<file path="config.mk">
export PLATFORM = sky130hd
export DESIGN_NAME = instr_fetch_unit
export DESIGN_NICKNAME = d
export VERILOG_FILES = /design/src/rtl/definitions.sv /design/src/rtl/pc_next.sv /design/src/rtl/instr_fetch_unit.sv
export SDC_FILE = /design/constraint.sdc
export NUM_CORES = 1
export LEC_CHECK = 0
export CORE_UTILIZATION = 42
export CTS_CLUSTER_DIAMETER = 60
export DETAILED_ROUTE_END_ITERATION = 6
export GPL_TIMING_DRIVEN = 0
export HOLD_SLACK_MARGIN = 0.12
export PLACE_DENSITY = 0.79
export SLEW_MARGIN = 30
export SYNTH_ARGS = -nofsm -noshare
export SYNTH_HDL_FRONTEND = slang
export SYNTH_SLANG_ARGS = --single-unit
</file>
<file path="constraint.sdc">
create_clock -name clk -period 2.4 [get_ports clk]
set_clock_uncertainty 0.2 [all_clocks]
set_input_delay 0.36 -clock clk [delete_from_list [all_inputs] [get_ports clk]]
set_output_delay 0.36 -clock clk [all_outputs]
set_load 0.005 [all_outputs]
</file>
<file path="src/rtl/definitions.sv">
// Shared types and constants for the instruction fetch front end.
package definitions;

    typedef enum logic [1:0] {
        IDLE,
        FETCH,
        ISSUE,
        HALT
    } fetch_state_t;

    localparam int INSTR_W = 9;
    localparam logic [INSTR_W-1:0] HALT_INSTR = 9'h1FF;

    typedef struct packed {
        logic       msb;
        logic [2:0] opCode;
        logic [4:0] operand;
    } instr_fields_t;

endpackage

</file>
<file path="src/rtl/pc_next.sv">
// Next-PC selector: pc + 1, or pc + sign-extended 5-bit offset when the branch is taken.
// All arithmetic wraps modulo 2^PC_W.
module pc_next #(
    parameter int PC_W = 8
) (
    input  logic [PC_W-1:0] pc,
    input  logic [4:0]      offset,
    input  logic            take,
    output logic [PC_W-1:0] next
);

    logic [PC_W-1:0] offset_ext;

    assign offset_ext = {{(PC_W-5){offset[4]}}, offset};
    assign next       = take ? (pc + offset_ext) : (pc + {{(PC_W-1){1'b0}}, 1'b1});

endmodule

</file>
<file path="src/rtl/instr_fetch_unit.sv">
// Fetch/issue front end of the 9-bit accumulator core: PC, fetch handshake, decode fields, BNE redirect.
// Optional FETCH_TIMEOUT_EN adds a fetch watchdog that halts with a sticky fetch_err.
module instr_fetch_unit
    import definitions::*;
#(
    parameter int              PC_W     = 8,
    parameter logic [PC_W-1:0] START_PC = '0,
    parameter int              TIMEOUT  = 15
) (
    input  logic               clk,
    input  logic               reset,
    input  logic               start,
    output logic               imem_req,
    output logic [PC_W-1:0]    imem_addr,
    input  logic               imem_ack,
    input  logic [INSTR_W-1:0] imem_data,
    output logic               msb,
    output logic [2:0]         opCode,
    output logic [4:0]         operand,
    output logic               issue_valid,
    input  logic               issue_ready,
    input  logic               bne,
    input  logic               not_equal,
    output logic [PC_W-1:0]    pc,
`ifdef FETCH_TIMEOUT_EN
    output logic               fetch_err,
`endif
    output logic               done
);

    fetch_state_t    state_q, state_d;
    logic [PC_W-1:0] pc_q, pc_nxt;
    instr_fields_t   ir_q;
    logic            ir_load, pc_load;

`ifdef FETCH_TIMEOUT_EN
    localparam int              TMR_W    = $clog2(TIMEOUT + 1);
    localparam logic [TMR_W-1:0] TMR_INIT = TMR_W'(TIMEOUT - 1);

    logic [TMR_W-1:0] tmr_q;
    logic             timeout;
    logic             fetch_err_q;
`endif

    pc_next #(.PC_W(PC_W)) u_pc_next (
        .pc     (pc_q),
        .offset (ir_q.operand),
        .take   (bne & not_equal),
        .next   (pc_nxt)
    );

    always_ff @(posedge clk or posedge reset) begin
        if (reset) begin
            state_q <= IDLE;
            pc_q    <= START_PC;
            ir_q    <= '0;
        end else begin
            state_q <= state_d;
            if (pc_load) pc_q <= pc_nxt;
            if (ir_load) ir_q <= instr_fields_t'(imem_data);
        end
    end

    always_comb begin
        state_d     = state_q;
        ir_load     = 1'b0;
        pc_load     = 1'b0;
        imem_req    = 1'b0;
        issue_valid = 1'b0;
        done        = 1'b0;
`ifdef FETCH_TIMEOUT_EN
        timeout     = 1'b0;
`endif
        unique case (state_q)
            IDLE: begin
                if (start) state_d = FETCH;
            end
            FETCH: begin
                imem_req = 1'b1;
                if (imem_ack) begin
                    ir_load = 1'b1;
                    state_d = (imem_data == HALT_INSTR) ? HALT : ISSUE;
                end
`ifdef FETCH_TIMEOUT_EN
                // An ack in the terminal cycle takes priority over the watchdog.
                else if (tmr_q == '0) begin
                    timeout = 1'b1;
                    state_d = HALT;
                end
`endif
            end
            ISSUE: begin
                issue_valid = 1'b1;
                if (issue_ready) begin
                    pc_load = 1'b1;
                    state_d = FETCH;
                end
            end
            HALT: begin
                done = 1'b1;
            end
            default: state_d = IDLE;
        endcase
    end

`ifdef FETCH_TIMEOUT_EN
    always_ff @(posedge clk or posedge reset) begin
        if (reset) begin
            tmr_q       <= TMR_INIT;
            fetch_err_q <= 1'b0;
        end else begin
            if (state_q != FETCH || imem_ack) tmr_q <= TMR_INIT;
            else if (tmr_q != '0)             tmr_q <= tmr_q - 1'b1;
            if (timeout) fetch_err_q <= 1'b1;
        end
    end

    assign fetch_err = fetch_err_q;
`endif

    assign pc        = pc_q;
    assign imem_addr = pc_q;
    assign msb       = ir_q.msb;
    assign opCode    = ir_q.opCode;
    assign operand   = ir_q.operand;

endmodule
</file>
==> impl.org, run 1 <==
** Global route
- GRT Total Usage :: 18.18%
- Antenna violations before repair :: 0
- The first global-routing pass estimated 3615 um of wire.
- Pin count of the biggest net entering global routing :: 20
- Total grt overflow :: 0
- Vias in the first global route :: 854

** Timing
- Ratio of final minimum period to clock period :: 93.16%
- The final-report hold violation count is 0.
- Slew at the pin with the worst max-slew slack :: 0.7395 ns
- Setup repair after global routing left no endpoint under its margin.
- Measured against its own limit, the worst slew margin works out to 50.64%.
- Time the final worst path needs with I/O delays and setup :: 2.236 ns
- Setup violations remaining at the end of the flow were counted as 0.
- Worst hold margin :: 0.2757 ns
- Derived from the worst setup path, the maximum achievable clock frequency is 0.4473 GHz.
- The final-report max-slew violation count came to 0.

** Synthesis
- After synthesis the cells add up to 1077 um^2.
- Commonest register cell after synthesis :: sky130_fd_sc_hd__dfrtp_1
- Post-synthesis area per instance :: 10.88 um^2
- The share of the Yosys chip area taken by registers is 44.13%.
- Synth Register Bits :: 19
- Post-synthesis net count :: 120
- Yosys warning total :: 0
- In this run, synthesis inferred 0 flip-flops with an integrated enable.
- Post-synth ARST share :: 100.0%
- Post-synthesis cell type count :: 34
- Synthesis produced a netlist whose cell count is 99.

** Floorplan
- In this run the horizontal extent of the chip is 52.65 um.
- Number of placement rows :: 17
- Effective utilization at floorplan :: 46.47%
- Measured along the y axis, the die boundary spans 52.65 um.
- Number of I/O pins :: 44
- CORE AREA :: 2318 um^2
- Die outline area :: 2772 um^2

** Clock network
- Clock tree root driver cell :: sky130_fd_sc_hd__clkbuf_4
- Clock sinks :: 19
- After clock tree synthesis, the clock-pin slew on the worst setup and hold paths is 0.11 ns.
- TritonCTS clock tree :: yes
- Count of hold-fix buffers inserted at cts :: 0
- Clock latency at the later pin of the worst-skew pair :: 0.30 ns
- Counting the buffers created by CTS gives 3.
- Deepest level of the CTS H-tree :: 1
- Counting along the longest clock path gives a buffer depth of 2.

** Min path
- Worst min-delay path category :: in2async

** Place
- Cell count after placement :: 170
- The count of buffers added on input and output ports is 43.
- Final Wtd Congestion :: 0.8343

** Detailed routing
- Pre-antenna DRT Iters :: 3
- # DRC :: 0
- Across all layers, the routed design uses 850 vias.
- Via density per instance :: 4.885
- In this run, the number of DRC markers left after iteration 0 of detailed routing was 10.
- In the final routed layout, each cell accounts on average for 12.43 um.
- Wires add up to 2162 um.
- Detail Route Antenna Nets :: 0

** Finish
- Cells fill 67.84% of the core in the end.
- The net count of the finished layout is 168.
- Relative to the synthesized area, the layout overhead comes to 45.99%.
- Area taken by flip-flops and latches :: 475.5 um^2
- Multi-input logic area :: 524.3 um^2
- Number of standard cells in the layout, taps in and fillers out :: 174
- The repair_antennas step left the layout with diodes totalling 0.
- Fillcell total :: 186
- Share of post-route cells with drive strength above 1 :: 19.86%

** Critical path
- Crit. Startpoint :: operand[0]
- Worst setup path class :: reg2reg
- STA classifies the critical path startpoint as a register.
- For the worst setup path, the data arrival time is 2.22 ns.
- FF-to-FF Start :: operand[0]
- Top fanout value on the critical path :: 3
- Worst path required time :: 2.38 ns
- Kind of end point of the critical path :: register

** Pwr
- Largest vdd supply drop :: 741.7 uV
- Summing internal, switching and leakage power gives 1.798 mW.
- Power density relative to cell area :: 1143 nW/um^2
- Leakage power :: 0.6962 nW

** Outcome
- Run status :: completed

** Run
- Number of maximum-capacitance constraint violations :: 0
## worst max-delay path, cell delays in order, from the launching register on
cell                       delay [ns]
sky130_fd_sc_hd__dfrtp_1         0.36
sky130_fd_sc_hd__nand3b_1        0.12
sky130_fd_sc_hd__ha_2            0.21
sky130_fd_sc_hd__inv_1           0.06
sky130_fd_sc_hd__fa_1            0.40
sky130_fd_sc_hd__nand2b_1        0.17
sky130_fd_sc_hd__a21oi_2         0.20
sky130_fd_sc_hd__mux2i_1         0.20
sky130_fd_sc_hd__nor2_1          0.07
sky130_fd_sc_hd__xor2_1          0.15
## layout by cell type (no fill, tap or decap)
cell and instances:
sky130_fd_sc_hd__o21bai_2 1, sky130_fd_sc_hd__o21ai_1 3, sky130_fd_sc_hd__or3_1 1, sky130_fd_sc_hd__o21ai_0 1, sky130_fd_sc_hd__buf_2 1, sky130_fd_sc_hd__a211oi_2 1
sky130_fd_sc_hd__nand3b_1 1, sky130_fd_sc_hd__nor3_2 1, sky130_fd_sc_hd__and2_1 1, sky130_fd_sc_hd__buf_4 8, sky130_fd_sc_hd__nand2b_1 1, sky130_fd_sc_hd__nand3_1 4
sky130_fd_sc_hd__clkbuf_4 3, sky130_fd_sc_hd__ha_1 3, sky130_fd_sc_hd__and3_2 3, sky130_fd_sc_hd__mux2_1 5, sky130_fd_sc_hd__nand2_1 7, sky130_fd_sc_hd__nand3_2 1
sky130_fd_sc_hd__mux2_2 6, sky130_fd_sc_hd__nor2b_1 2, sky130_fd_sc_hd__dlygate4sd2_1 2, sky130_fd_sc_hd__or3b_1 1, sky130_fd_sc_hd__fa_1 1, sky130_fd_sc_hd__ha_2 1
sky130_fd_sc_hd__xor2_1 7, sky130_fd_sc_hd__dfrtp_1 19, sky130_fd_sc_hd__a21oi_1 2, sky130_fd_sc_hd__nor3_1 1, sky130_fd_sc_hd__clkbuf_1 2, sky130_fd_sc_hd__a21o_1 1
sky130_fd_sc_hd__nand4_1 1, sky130_fd_sc_hd__a21oi_2 2, sky130_fd_sc_hd__clkdlybuf4s50_1 41, sky130_fd_sc_hd__mux2i_1 1, sky130_fd_sc_hd__inv_1 4, sky130_fd_sc_hd__o22a_1 1
sky130_fd_sc_hd__nor2_1 4, sky130_fd_sc_hd__nand2_2 1
## report_power, final
part / switching (mW) / internal [mW] / total (mW)
combinational: 0.338 / 0.679 / 1.02
sequential: 0.143 / 0.474 / 0.618
clock: 0.0977 / 0.0646 / 0.162
total: 0.579 / 1.22 / 1.80
## state kept, by name (all words and copies together) (netlist names)
name and cells:
opCode 3, operand 5, state_q 2, imem_addr 8, msb 1
## synth_stat cells, types with 3 or more instances
cell	n	share of area [%]
sky130_fd_sc_hd__ha_1	4	4.6
sky130_fd_sc_hd__dfrtp_1	19	44
sky130_fd_sc_hd__nand3_1	4	1.9
sky130_fd_sc_hd__nand2_1	7	2.4
sky130_fd_sc_hd__a21oi_1	3	1.4
sky130_fd_sc_hd__inv_1	4	1.4
sky130_fd_sc_hd__and3_2	3	2.1
sky130_fd_sc_hd__xor2_1	7	5.7
sky130_fd_sc_hd__buf_4	8	5.6
sky130_fd_sc_hd__mux2_2	6	6.3
sky130_fd_sc_hd__nor2_1	4	1.4
sky130_fd_sc_hd__mux2_1	5	5.2
sky130_fd_sc_hd__o21ai_1	3	1.4
## per-stage QoR
stage	cell area, um^2	setup slack, ns	setup TNS (ns)
2_1_floorplan	1077	0.2486	0
3_3_place_gp	1543	-0.4062	-1.292
3_5_place_dp	1543	-0.4503	-1.451
4_1_cts	1573	0.1465	0
5_1_grt	1573	0.02495	0
6_report	1573	0.1642	0
## routing by layer
metal  wire [um]  track usage [%]  share of wire, %
met1         914            20.14                42
met2        1138            32.91                53
met3         100            3.768               4.6
met4           8            7.895              0.37
met5           0                0                 0
## worst paths after layout
| kind | to | slack (ns) | depth (start not counted) |
|---|---|---|---|
| setup / recovery | imem_addr[6] | 0.16 | 9 |
| hold / removal | opCode[1] | 0.28 | 2 |
| setup reg to reg | imem_addr[6] | 0.16 | 9 |
| hold reg to reg | imem_addr[7] | 0.30 | 1 |
| max in group asynchronous | imem_addr[5] | 1.25 | 2 |
| min in group clk | imem_addr[7] | 0.30 | 1 |
## cells by family (layout without fill, tap and decap cells)
kind of cell / count (synthesis) / in the layout / share of synthesized area (%)
AND/OR/NAND/NOR: 30 / 30 / 15.68
AO/OA/AOI/OAI: 12 / 12 / 7.781
XOR/XNOR: 7 / 7 / 5.691
multiplexers: 12 / 12 / 12.43
buffers and inverters: 14 / 61 / 7.781
adder cells (fa/ha/maj): 5 / 5 / 6.504
flip-flops: 19 / 19 / 44.14
## cell type report
type	count	area share [%]
buffer	10	4.375
clock buffer	4	1.671
sequential	19	30.23
tap	28	2.228
multi-input combinational	66	33.33
timing repair buffer	43	27.21
inverter	4	0.9547
## repair_timing
item / CTS / global route
hold endpoints to repair: 0 / 0
resized for setup: 4 / 0
buffers inserted: 0 / 0
setup endpoints to repair: 2 / 0
Note: power is estimated with default switching activity, not from simulation.
==> inputs of run 2 (changes only) <==
- RECOVER_POWER: not set -> 50
==> impl.org, run 2 (synthesis results as in run 1) <==
** Timing
- At the pin with the least slew margin, the transition time is 0.7398 ns.
- Timing would allow up to 0.4473 GHz.
- The final-report hold violation count was 0.
- Number of pins with negative max-slew slack in the final report :: 0
- Setup repair after global routing left no endpoint under its margin.
- Summed over all failing endpoints, the final setup total negative slack is 0 ns.
- In this run the tightest slew margin relative to its limit is 50.63%.
- The final critical path takes up 93.16% of the cycle.
- The worst path needs 2.236 ns of the cycle, external delays included.
- Setup violations remaining at the end of the flow were counted as 0.

** Detailed routing
- Total number of vias :: 851
- # DRC :: 0
- Once detail routing completed, the nets flagged for antenna violations numbered 0.
- The first TritonRoute pass finished after 3 iterations.
- Final Routed Wirelength :: 2159 um
- After the first detailed-routing iteration, the DRC count stood at 10.
- After detailed routing, the number of vias per cell comes to 4.891.
- After detailed routing, the average wire length per cell comes to 12.41 um.

** Global route
- For met1 alone, demand over resource in global routing was 20.14%.
- Antenna violations before repair :: 0
- Total grt overflow :: 0
- GR Util met2 :: 32.91%
- GRT Total Usage :: 18.18%
- Pin count of the biggest net entering global routing :: 20
- GRT met3 Usage :: 3.768%
- The first global-routing pass estimated 3615 um of wire.
- GR peak layer :: met2
- Vias in the first global route :: 854

** Finish
- The register with the most flip-flops in the layout has 8 of them.
- Final design instance area without fill :: 1572 um^2
- Final antenna diode count :: 0
- Most frequent cells in the layout :: sky130_fd_sc_hd__clkdlybuf4s50_1 (38), sky130_fd_sc_hd__dfrtp_1 (19), sky130_fd_sc_hd__buf_4 (8)
- Number of standard cells in the layout, taps in and fillers out :: 174
- Share of post-route cells with drive strength above 1 :: 19.18%
- Area overhead of the layout relative to synthesis :: 45.88%
- In the final design database the tool counted 168 nets.
- Commonest non-fill, non-tap cell in the layout :: sky130_fd_sc_hd__clkdlybuf4s50_1

** Clock network
- Deepest level of the CTS H-tree :: 1
- In this run the deepest clock path goes through 2 buffers.
- TritonCTS clock tree :: yes
- CTS Buf Count :: 3
- Clock sinks :: 19
- Clock latency at the later pin of the worst-skew pair :: 0.30 ns
- Clock tree root driver cell :: sky130_fd_sc_hd__clkbuf_4
- Clock-pin slew was measured on the worst setup and hold paths at 0.10 ns.

** Critical path
- Worst path required time :: 2.38 ns
- STA classifies the critical path endpoint as a register.
- Traced cell by cell, the critical path runs through nand3b_1, ha_2, inv_1, fa_1, nand2b_1, a21oi_2, mux2i_1, nor2_1, xor2_1.
- Cell type group with the largest total delay on the critical path :: adder cells
- Biggest cell delay along the critical path :: 0.40 ns
- The worst setup path is launched from a register.
- Buffers & Inverters on Critical Path :: 1
- Arrival time at the worst endpoint :: 2.22 ns
- Of all nets on the critical path, the largest fanout is 3.
- The slowest stage of the critical path is the sky130_fd_sc_hd__fa_1 cell.
- The critical path is of the reg2reg type.

** Floorplan
- CORE AREA :: 2318 um^2
- The floorplan step set the die width to 52.65 um.
- Measured along the y axis, the die boundary spans 52.65 um.
- The floorplan has 17 rows.
- Die outline area :: 2772 um^2
- Effective utilization at floorplan :: 46.47%
- 44 I/O pins were placed.

** Pwr
- Share of power burned in the clock network :: 9.1%
- Seq pwr share :: 34.5%
- Net switching share of the total power :: 32.33%
- Power density relative to cell area :: 1138 nW/um^2
- The analysis attributes to cell leakage a power of 0.6959 nW.
- The internal portion of the total power is 1.210 mW.
- Combinational logic is responsible for 56.4% of the overall power.
- Net switching power :: 0.5781 mW
- Largest vdd supply drop :: 741.6 uV
- Overall power consumption after layout is estimated at 1.788 mW.

** Place
- Count of buffers inserted at the top-level ports :: 43
- Cell count after placement :: 170
- Once placement finished, the instance area stood at 1543 um^2.
- Final Wtd Congestion :: 0.8343

** Min path
- The worst hold path belongs to the class reg2reg.

** Outcome
- The run finished with clean final reports.

** Run
- Number of maximum-capacitance constraint violations :: 0
==> run 2: cell types whose count changed in the layout (fill, tap and decap cells not counted), sizes merged <==
cell,change
clkdlybuf4s50,-3
dlygate4sd3,+3
buf,-1
clkbuf,+1
==> run 2: timing repair <==
action	CTS	global route
buffers inserted	0	0
hold buffers	0	0
setup endpoints to repair	2	0
endpoints found under the hold margin	0	0
gates resized for setup	4	0
==> run 2: routing by layer <==
layer	part of all wire, %	vias up
met2	53	29
met3	4.6	2
li1	-	425
met5	0	-
met4	0.37	0
met1	42	395
==> run 2: worst paths after layout <==
kind / startpoint / endpoint / slack (ns) / cells after the start
worst max-delay path: operand[0] / imem_addr[6] / 0.16 / 9
worst min-delay path: imem_addr[7] / imem_addr[7] / 0.30 / 1
worst max register to register: operand[0] / imem_addr[6] / 0.16 / 9
worst min register to register: imem_addr[7] / imem_addr[7] / 0.30 / 1
max in group asynchronous: reset / imem_addr[5] / 1.11 / 2
min in group asynchronous: reset / opCode[1] / 0.41 / 2
==> run 2: layout make-up <==
type                            instances  area, um^2
Multi-Input combinational cell         66       524.3
Fill cell                             187       747.0
Inverter                                4       15.01
Timing Repair Buffer                   43       427.9
Tap cell                               28       35.03
Sequential cell                        19       475.5
Clock buffer                            4       26.28
Buffer                                 10       67.56
==> run 2: power by group through the flow <==
stage | logic (mW) | clock network, mW | registers [mW]
after floorplan | 0.472 | 0 | 0.615
after global placement | 0.997 | 0 | 0.615
after detailed placement | 1.02 | 0 | 0.626
after CTS | 1.03 | 0.174 | 0.620
after global routing | 1.10 | 0.186 | 0.644
final | 1.01 | 0.162 | 0.617
==> run 2: through the flow <==
step / utilization (%) / setup WS, ns / hold WS, ns
2_1_floorplan: - / 0.2486 / 0.1111
3_3_place_gp: 66.54 / -0.4062 / 0.2771
3_5_place_dp: 66.54 / -0.4503 / 0.2845
4_1_cts: 67.84 / 0.1465 / 0.2862
5_1_grt: 67.78 / 0.02495 / 0.3197
6_report: 67.78 / 0.1642 / 0.2963
==> run 2: worst register-to-register path, stage by stage, from the launching register on <==
cell and delay, ns:
sky130_fd_sc_hd__dfrtp_1 0.36, sky130_fd_sc_hd__nand3b_1 0.12, sky130_fd_sc_hd__ha_2 0.21, sky130_fd_sc_hd__inv_1 0.06
sky130_fd_sc_hd__fa_1 0.40, sky130_fd_sc_hd__nand2b_1 0.17, sky130_fd_sc_hd__a21oi_2 0.20, sky130_fd_sc_hd__mux2i_1 0.20
sky130_fd_sc_hd__nor2_1 0.07, sky130_fd_sc_hd__xor2_1 0.15
